==> src/rtl/m68040_bus_master_if.sv <==
// Signal bundle between the MC68040 local-bus master, its internal requester and the CPU local bus.
// master = the bus-master block itself; slave = requester plus bus/chipset side.
interface m68040_bus_master_if #(
  parameter int ADDR_W = 32
);
  // requester side
  logic              REQ;
  logic              WR;
  logic [1:0]        SIZE;
  logic [ADDR_W-1:0] ADDR;
  logic [31:0]       WDATA;
  logic              BUSY;
  logic              DONE;
  logic              ERR;
  logic [31:0]       RDATA;
  // 68040 local bus side
  logic              nBR;
  logic              nBG;
  logic              nBB_IN;
  logic              nBB_OUT;
  logic              BUS_OE;
  logic              D_OE;
  logic [ADDR_W-1:0] A_OUT;
  logic [31:0]       D_OUT;
  logic [31:0]       D_IN;
  logic              RnW;
  logic [1:0]        SIZ_OUT;
  logic [1:0]        TT_OUT;
  logic              nTS;
  logic              nTA;
  logic              nTEA;

  modport master (
    input  REQ, WR, SIZE, ADDR, WDATA, nBG, nBB_IN, D_IN, nTA, nTEA,
    output BUSY, DONE, ERR, RDATA, nBR, nBB_OUT, BUS_OE, D_OE,
           A_OUT, D_OUT, RnW, SIZ_OUT, TT_OUT, nTS
  );

  modport slave (
    output REQ, WR, SIZE, ADDR, WDATA, nBG, nBB_IN, D_IN, nTA, nTEA,
    input  BUSY, DONE, ERR, RDATA, nBR, nBB_OUT, BUS_OE, D_OE,
           A_OUT, D_OUT, RnW, SIZ_OUT, TT_OUT, nTS
  );
endinterface

==> src/rtl/m68040_bus_master.sv <==
// MC68040 local-bus initiator: arbitrates via nBR/nBG/nBB, runs one single-beat transfer per REQ.
// Optional WAIT-state abort counter enabled by defining BUS_TIMEOUT_EN.
module m68040_bus_master #(
  parameter int ADDR_W      = 32,
  parameter int MAX_RETRY   = 3
`ifdef BUS_TIMEOUT_EN
  , parameter int TIMEOUT_CYC = 255
`endif
) (
  input  logic                 CLK40,
  input  logic                 nRESET,
  m68040_bus_master_if.master  bus
);

  localparam logic [2:0] S_IDLE = 3'd0;
  localparam logic [2:0] S_ARB  = 3'd1;
  localparam logic [2:0] S_TS   = 3'd2;
  localparam logic [2:0] S_WAIT = 3'd3;
  localparam logic [2:0] S_REL  = 3'd4;

  localparam int RW = $clog2(MAX_RETRY + 2);

  logic [2:0]        state_q, state_d;
  logic              wr_q, wr_d;
  logic [1:0]        size_q, size_d;
  logic [ADDR_W-1:0] addr_q, addr_d;
  logic [31:0]       wdata_q, wdata_d;
  logic              busy_q, busy_d;
  logic              done_q, done_d;
  logic              err_q, err_d;
  logic [31:0]       rdata_q, rdata_d;
  logic              nbr_q, nbr_d;
  logic              nbb_q, nbb_d;
  logic              bus_oe_q, bus_oe_d;
  logic              d_oe_q, d_oe_d;
  logic [ADDR_W-1:0] a_q, a_d;
  logic [31:0]       dout_q, dout_d;
  logic              rnw_q, rnw_d;
  logic [1:0]        siz_q, siz_d;
  logic              nts_q, nts_d;
  logic [RW-1:0]     retry_q, retry_d;
`ifdef BUS_TIMEOUT_EN
  logic [7:0]        tmo_q, tmo_d;
`endif

  logic term_ok, term_err, term_retry;
  assign term_ok    = ~bus.nTA &  bus.nTEA;
  assign term_err   =  bus.nTA & ~bus.nTEA;
  assign term_retry = ~bus.nTA & ~bus.nTEA;

  always_comb begin
    state_d  = state_q;
    wr_d     = wr_q;
    size_d   = size_q;
    addr_d   = addr_q;
    wdata_d  = wdata_q;
    busy_d   = busy_q;
    done_d   = 1'b0;
    err_d    = err_q;
    rdata_d  = rdata_q;
    nbr_d    = nbr_q;
    nbb_d    = nbb_q;
    bus_oe_d = bus_oe_q;
    d_oe_d   = d_oe_q;
    a_d      = a_q;
    dout_d   = dout_q;
    rnw_d    = rnw_q;
    siz_d    = siz_q;
    nts_d    = 1'b1;
    retry_d  = retry_q;
`ifdef BUS_TIMEOUT_EN
    tmo_d    = tmo_q;
`endif
    case (state_q)
      S_IDLE: begin
        if (bus.REQ) begin
          wr_d    = bus.WR;
          size_d  = bus.SIZE;
          addr_d  = bus.ADDR;
          wdata_d = bus.WDATA;
          busy_d  = 1'b1;
          err_d   = 1'b0;
          nbr_d   = 1'b0;
          state_d = S_ARB;
        end
      end
      S_ARB: begin
        // Grant only counts once the previous master has let go of nBB.
        if (!bus.nBG && bus.nBB_IN) begin
          nbr_d    = 1'b1;
          bus_oe_d = 1'b1;
          nbb_d    = 1'b0;
          nts_d    = 1'b0;
          a_d      = addr_q;
          rnw_d    = ~wr_q;
          siz_d    = size_q;
          dout_d   = wdata_q;
          d_oe_d   = wr_q;
`ifdef BUS_TIMEOUT_EN
          tmo_d    = 8'd0;
`endif
          state_d  = S_TS;
        end
      end
      S_TS: begin
        state_d = S_WAIT;
      end
      S_WAIT: begin
        if (term_ok) begin
          if (rnw_q) rdata_d = bus.D_IN;
          done_d  = 1'b1;
          busy_d  = 1'b0;
          err_d   = 1'b0;
          nbb_d   = 1'b1;
          state_d = S_REL;
        end else if (term_err) begin
          done_d  = 1'b1;
          busy_d  = 1'b0;
          err_d   = 1'b1;
          nbb_d   = 1'b1;
          state_d = S_REL;
        end else if (term_retry) begin
          // Retry: release the bus entirely before re-arbitrating or giving up.
          bus_oe_d = 1'b0;
          d_oe_d   = 1'b0;
          nbb_d    = 1'b1;
          if (retry_q < RW'(MAX_RETRY)) begin
            retry_d = retry_q + 1'b1;
            nbr_d   = 1'b0;
            state_d = S_ARB;
          end else begin
            done_d  = 1'b1;
            busy_d  = 1'b0;
            err_d   = 1'b1;
            state_d = S_REL;
          end
        end
`ifdef BUS_TIMEOUT_EN
        else if (tmo_q == 8'(TIMEOUT_CYC - 1)) begin
          done_d  = 1'b1;
          busy_d  = 1'b0;
          err_d   = 1'b1;
          nbb_d   = 1'b1;
          state_d = S_REL;
        end else begin
          tmo_d = tmo_q + 8'd1;
        end
`endif
      end
      S_REL: begin
        bus_oe_d = 1'b0;
        d_oe_d   = 1'b0;
        retry_d  = '0;
        state_d  = S_IDLE;
      end
      default: state_d = S_IDLE;
    endcase
  end

  always_ff @(posedge CLK40 or negedge nRESET) begin
    if (!nRESET) begin
      state_q  <= S_IDLE;
      wr_q     <= 1'b0;
      size_q   <= 2'b00;
      addr_q   <= '0;
      wdata_q  <= 32'd0;
      busy_q   <= 1'b0;
      done_q   <= 1'b0;
      err_q    <= 1'b0;
      rdata_q  <= 32'd0;
      nbr_q    <= 1'b1;
      nbb_q    <= 1'b1;
      bus_oe_q <= 1'b0;
      d_oe_q   <= 1'b0;
      a_q      <= '0;
      dout_q   <= 32'd0;
      rnw_q    <= 1'b1;
      siz_q    <= 2'b00;
      nts_q    <= 1'b1;
      retry_q  <= '0;
`ifdef BUS_TIMEOUT_EN
      tmo_q    <= 8'd0;
`endif
    end else begin
      state_q  <= state_d;
      wr_q     <= wr_d;
      size_q   <= size_d;
      addr_q   <= addr_d;
      wdata_q  <= wdata_d;
      busy_q   <= busy_d;
      done_q   <= done_d;
      err_q    <= err_d;
      rdata_q  <= rdata_d;
      nbr_q    <= nbr_d;
      nbb_q    <= nbb_d;
      bus_oe_q <= bus_oe_d;
      d_oe_q   <= d_oe_d;
      a_q      <= a_d;
      dout_q   <= dout_d;
      rnw_q    <= rnw_d;
      siz_q    <= siz_d;
      nts_q    <= nts_d;
      retry_q  <= retry_d;
`ifdef BUS_TIMEOUT_EN
      tmo_q    <= tmo_d;
`endif
    end
  end

  assign bus.BUSY    = busy_q;
  assign bus.DONE    = done_q;
  assign bus.ERR     = err_q;
  assign bus.RDATA   = rdata_q;
  assign bus.nBR     = nbr_q;
  assign bus.nBB_OUT = nbb_q;
  assign bus.BUS_OE  = bus_oe_q;
  assign bus.D_OE    = d_oe_q;
  assign bus.A_OUT   = a_q;
  assign bus.D_OUT   = dout_q;
  assign bus.RnW     = rnw_q;
  assign bus.SIZ_OUT = siz_q;
  assign bus.TT_OUT  = 2'b00;
  assign bus.nTS     = nts_q;

endmodule
==> src/flat_wrapper.sv <==
// flat-port wrapper written by rule: the top's interface ports become plain ports
module m68040_bus_master_flat 
#(
  parameter int ADDR_W      = 32,
  parameter int MAX_RETRY   = 3

)
  (CLK40, nRESET, bus_REQ, bus_WR, bus_SIZE, bus_ADDR, bus_WDATA, bus_nBG, bus_nBB_IN, bus_D_IN, bus_nTA, bus_nTEA, bus_BUSY, bus_DONE, bus_ERR, bus_RDATA, bus_nBR, bus_nBB_OUT, bus_BUS_OE, bus_D_OE, bus_A_OUT, bus_D_OUT, bus_RnW, bus_SIZ_OUT, bus_TT_OUT, bus_nTS);
  m68040_bus_master_if #(.ADDR_W(ADDR_W)) bus_i ();
  input  logic CLK40;
  input  logic nRESET;
  input wire logic [$bits(bus_i.REQ)-1:0] bus_REQ;
  input wire logic [$bits(bus_i.WR)-1:0] bus_WR;
  input wire logic [$bits(bus_i.SIZE)-1:0] bus_SIZE;
  input wire logic [$bits(bus_i.ADDR)-1:0] bus_ADDR;
  input wire logic [$bits(bus_i.WDATA)-1:0] bus_WDATA;
  input wire logic [$bits(bus_i.nBG)-1:0] bus_nBG;
  input wire logic [$bits(bus_i.nBB_IN)-1:0] bus_nBB_IN;
  input wire logic [$bits(bus_i.D_IN)-1:0] bus_D_IN;
  input wire logic [$bits(bus_i.nTA)-1:0] bus_nTA;
  input wire logic [$bits(bus_i.nTEA)-1:0] bus_nTEA;
  output wire logic [$bits(bus_i.BUSY)-1:0] bus_BUSY;
  output wire logic [$bits(bus_i.DONE)-1:0] bus_DONE;
  output wire logic [$bits(bus_i.ERR)-1:0] bus_ERR;
  output wire logic [$bits(bus_i.RDATA)-1:0] bus_RDATA;
  output wire logic [$bits(bus_i.nBR)-1:0] bus_nBR;
  output wire logic [$bits(bus_i.nBB_OUT)-1:0] bus_nBB_OUT;
  output wire logic [$bits(bus_i.BUS_OE)-1:0] bus_BUS_OE;
  output wire logic [$bits(bus_i.D_OE)-1:0] bus_D_OE;
  output wire logic [$bits(bus_i.A_OUT)-1:0] bus_A_OUT;
  output wire logic [$bits(bus_i.D_OUT)-1:0] bus_D_OUT;
  output wire logic [$bits(bus_i.RnW)-1:0] bus_RnW;
  output wire logic [$bits(bus_i.SIZ_OUT)-1:0] bus_SIZ_OUT;
  output wire logic [$bits(bus_i.TT_OUT)-1:0] bus_TT_OUT;
  output wire logic [$bits(bus_i.nTS)-1:0] bus_nTS;
  assign bus_i.REQ = bus_REQ;
  assign bus_i.WR = bus_WR;
  assign bus_i.SIZE = bus_SIZE;
  assign bus_i.ADDR = bus_ADDR;
  assign bus_i.WDATA = bus_WDATA;
  assign bus_i.nBG = bus_nBG;
  assign bus_i.nBB_IN = bus_nBB_IN;
  assign bus_i.D_IN = bus_D_IN;
  assign bus_i.nTA = bus_nTA;
  assign bus_i.nTEA = bus_nTEA;
  assign bus_BUSY = bus_i.BUSY;
  assign bus_DONE = bus_i.DONE;
  assign bus_ERR = bus_i.ERR;
  assign bus_RDATA = bus_i.RDATA;
  assign bus_nBR = bus_i.nBR;
  assign bus_nBB_OUT = bus_i.nBB_OUT;
  assign bus_BUS_OE = bus_i.BUS_OE;
  assign bus_D_OE = bus_i.D_OE;
  assign bus_A_OUT = bus_i.A_OUT;
  assign bus_D_OUT = bus_i.D_OUT;
  assign bus_RnW = bus_i.RnW;
  assign bus_SIZ_OUT = bus_i.SIZ_OUT;
  assign bus_TT_OUT = bus_i.TT_OUT;
  assign bus_nTS = bus_i.nTS;
  m68040_bus_master #(.ADDR_W(ADDR_W), .MAX_RETRY(MAX_RETRY)) u_core (.CLK40(CLK40), .nRESET(nRESET), .bus(bus_i));
endmodule
==> config.mk <==
export PLATFORM = sky130hd
export DESIGN_NAME = m68040_bus_master_flat
export DESIGN_NICKNAME = d
export VERILOG_FILES = /design/src/rtl/m68040_bus_master_if.sv /design/src/rtl/m68040_bus_master.sv /design/src/flat_wrapper.sv
export SDC_FILE = /design/constraint.sdc
export NUM_CORES = 1
export LEC_CHECK = 0
export ABC_AREA = 1
export CORE_MARGIN = 2
export CORE_UTILIZATION = 36
export DETAILED_ROUTE_END_ITERATION = 6
export DONT_BUFFER_PORTS = 1
export GPL_TIMING_DRIVEN = 0
export SKIP_LAST_GASP = 1
export SYNTH_ARGS = -nofsm -noshare
export SYNTH_HDL_FRONTEND = slang
export SYNTH_SLANG_ARGS = --single-unit
==> constraint.sdc <==
create_clock -name CLK40 -period 1.7 [get_ports CLK40]
set_input_delay 0.255 -clock CLK40 [delete_from_list [all_inputs] [get_ports CLK40]]
set_output_delay 0.255 -clock CLK40 [all_outputs]
set_load 0.03 [all_outputs]
==> flow_metrics.env <==
export IMPL_status="finished, violations left"
export IMPL_violations="hold timing"
export IMPL_worst_endpoint_arrival_ns=1.86
export IMPL_synth_simple_gate_area_share_pct=15.6
export IMPL_worst_pin_slew_ns=0.511
export IMPL_met3_usage_pct=7.16
export IMPL_setup_viol=0
export IMPL_cts_tree="built"
export IMPL_critical_path_top_delay_family="simple AND/OR/NAND/NOR gates"
export IMPL_wirelength_mm=19.0
export IMPL_fin_crit_sh_pct=92.0
export IMPL_total_leakage_power_nw=4.77
export IMPL_multi_input_area_sq_um=2070
export IMPL_setup_ws_ns=0.135
export IMPL_antenna_left=0
export IMPL_ios=215
export IMPL_place_congestion=0.782
export IMPL_worstPathMaxFanout=10
export IMPL_drtIter0Drc=197
export IMPL_cpMaxStageDelayCell="dfrtp_1"
export IMPL_skew_ns=0.0131
export IMPL_clock_path_buffers=2
export IMPL_fillers=1900
export IMPL_layout_commonest_cell="nand2_1"
export IMPL_place_worst_setup_slack_ns=-0.0155
export IMPL_synth_distinct_cells=24
export IMPL_fp_coreArea_sq_um=20000
export IMPL_cap_violations=0
export IMPL_final_area_sq_um=9260
export IMPL_dpl_hpwl_mm=12.3
export IMPL_h_tree_depth=4
export IMPL_layout_drive_gt1_share_pct=12.3
export IMPL_nets=1001
export IMPL_clockRootBuffer="clkbuf_16"
export IMPL_ir_drop_mv=0.767
export IMPL_synth_top_cells_by_area="dfrtp_1 (61%), nand2_1 (11%), inv_1 (6.0%), o21ai_0 (5.0%), o21ai_2 (3.9%)"
export IMPL_worstSetupStartpointType="flip-flop"
export IMPL_syn_to_final_growth_pct=27.3
export IMPL_path_class="reg2reg"
export IMPL_grt_setup_unrepaired="yes"
export IMPL_synth_seq_cells=180
export IMPL_grt_pass1_wl_mm=30.4
export IMPL_worstHoldPathType="in2async"
export IMPL_numCtsBuffers=17
export IMPL_busiest_layer="met2"
export IMPL_port_buffer_count=0
export IMPL_placed_area_sq_um=7620
export IMPL_ys_warn_count=0
export IMPL_muxShareOfSynthArea_pct=0
export IMPL_drtPass1Iterations=5
export IMPL_total_power_w=0.0170
export IMPL_slew_violations=0
export IMPL_syn_inst=769
export IMPL_avgSynthCellArea_sq_um=9.46
export IMPL_vias_per_cell=4.60
export IMPL_regArea_sq_um=4510
export IMPL_end_kind="flip-flop"
export IMPL_slew_headroom_pct=65.9
export IMPL_grt_usage_pct=18.1
export IMPL_gr_total_overflow=0
export IMPL_drc=0
export IMPL_start_util_pct=36.3
export IMPL_synth_top_family_by_area="simple AND/OR/NAND/NOR gates"
export IMPL_use_met2_pct=29.2
export IMPL_die_area_sq_um=21400
export IMPL_fin_hold_ws_ns=-0.486
export IMPL_yosysTopAreaCell="dfrtp_1"
export IMPL_yosysSeqAreaShare_pct=62.0
export IMPL_syn_cell_area_sq_um=7280
export IMPL_vias=5412
export IMPL_synth_xor_area_share_pct=0.120
export IMPL_cp_cell_sequence="nor2_4, nand3_2, buf_6, buf_2, nand2_1, o21ai_0"
export IMPL_synthAdderAreaFrac_pct=0.688
export IMPL_grt_met1_usage_pct=22.6
export IMPL_grt_max_degree=181
export IMPL_p_per_area_nw_per_um2=1830
export IMPL_antenna_found_initial=2
export IMPL_netlist_area_leader_share_pct=60.5
export IMPL_die_w_microns=146
export IMPL_wl_per_cell_microns=16.2
export IMPL_fin_crit_ns=1.56
export IMPL_grt_pass1_vias=5557
export IMPL_crit_required_ns=1.99
export IMPL_die_h_microns=146
export IMPL_insertion_delay_ns=0.43
export IMPL_timing_fmax_mhz=639
export IMPL_crit_path_max_incr_delay_ns=0.47
export IMPL_hold_viol=180
export IMPL_most_common_layout_cells="nand2_1 (210), dfrtp_1 (176), inv_1 (117), dlygate4sd3_1 (99), o21ai_0 (72)"
export IMPL_clk_pin_slew_ns=0.07
export IMPL_worstPathBufferInverterCount=2
export IMPL_cts_hold_buffers=99
export IMPL_synth_compound_area_share_pct=11.9
export IMPL_clock_sinks=180
export IMPL_rows=52
[cells by family (layout without fill, tap and decap cells)]
kind of cell,count (synthesis),in the layout
other,1,4
AOI/OAI and AO/OA,148,148
buffers and inverters,155,289
DFF,180,180
adders and majority gates,4,4
xor gates and xnor gates,1,1
and+or+nand+nor,280,280
[repair_timing]
| item | CTS | global route |
|---|---|---|
| hold endpoints to repair | 279 | 180 |
| resized for setup | 1 | 1 |
| setup buffers | 0 | 3 |
| setup endpoints to repair | 2 | 5 |
| pin swaps | 1 | 2 |
[synthesized netlist by cell type]
master / instances
a21oi_1: 42
buf_2: 14
buf_4: 3
buf_6: 12
clkbuf_1: 5
clkbuf_2: 2
conb_1: 1
dfrtp_1: 176
dfstp_2: 4
ha_1: 4
inv_1: 117
inv_2: 2
nand2_1: 210
nand2_2: 1
nand3_1: 14
nand3_2: 2
nand3_4: 2
nand4_1: 5
nor2_1: 44
nor2_4: 2
o21a_1: 1
o21ai_0: 73
o21ai_2: 32
xor2_1: 1
[state kept, by name (all words and copies together) (netlist names), 2 cells and up]
signal	flops
u_core.bus.RDATA	32
u_core.state_q	3
u_core.bus.D_OUT	32
u_core.wdata_q	32
u_core.retry_q	3
u_core.bus.A_OUT	32
u_core.size_q	2
u_core.bus.SIZ_OUT	2
u_core.addr_q	32
[layout make-up]
class                      count  share of cell area (%)
timing repair buffer         102                    10.9
tap                          270                    3.65
inverter                     119                    4.82
clock buffer                  19                    4.89
sequential                   180                    48.7
antenna                        2                  0.0540
multi-input combinational    435                    22.3
buffer                        36                    2.81
clock inverter                13                    1.81
[stage by stage]
stage	instances	TNS, ns	utilization, %
2_1_floorplan	770	0	-
3_3_place_gp	1040	-0.00152	38.0
3_5_place_dp	1040	-0.0195	38.0
4_1_cts	1171	0	46.1
5_1_grt	1176	-0.00185	46.2
6_report	1176	0	46.2
[where the power goes]
group | leakage, nW | internal (W) | switching [W] | total (W)
combinational | 2.25 | 0.00143 | 0.00209 | 0.00352
sequential | 2.21 | 0.00609 | 0.00324 | 0.00933
clock | 0.301 | 0.00230 | 0.00182 | 0.00413
[final timing paths]
path / start / endpoint / slack [ns] / depth (start not counted)
max: u_core.state_q[2] / u_core.bus.D_OUT[3] / 0.14 / 6
min: nRESET / u_core.bus.RDATA[30] / -0.49 / 0
max reg2reg: u_core.state_q[2] / u_core.bus.D_OUT[3] / 0.14 / 6
min reg2reg: u_core.wr_q / u_core.bus.RnW / 0.43 / 1
max in group asynchronous: nRESET / u_core.bus.nBR / 1.73 / 0
min in group CLK40: bus_REQ / u_core.state_q[2] / 0.17 / 4
[metal layers]
metal | share of wire (%) | wire length [microns]
met2 | 47 | 8960
met5 | 0 | 0
met4 | 1.4 | 264
met3 | 8.9 | 1690
met1 | 43 | 8090
Power figures use the tool's default switching activity.
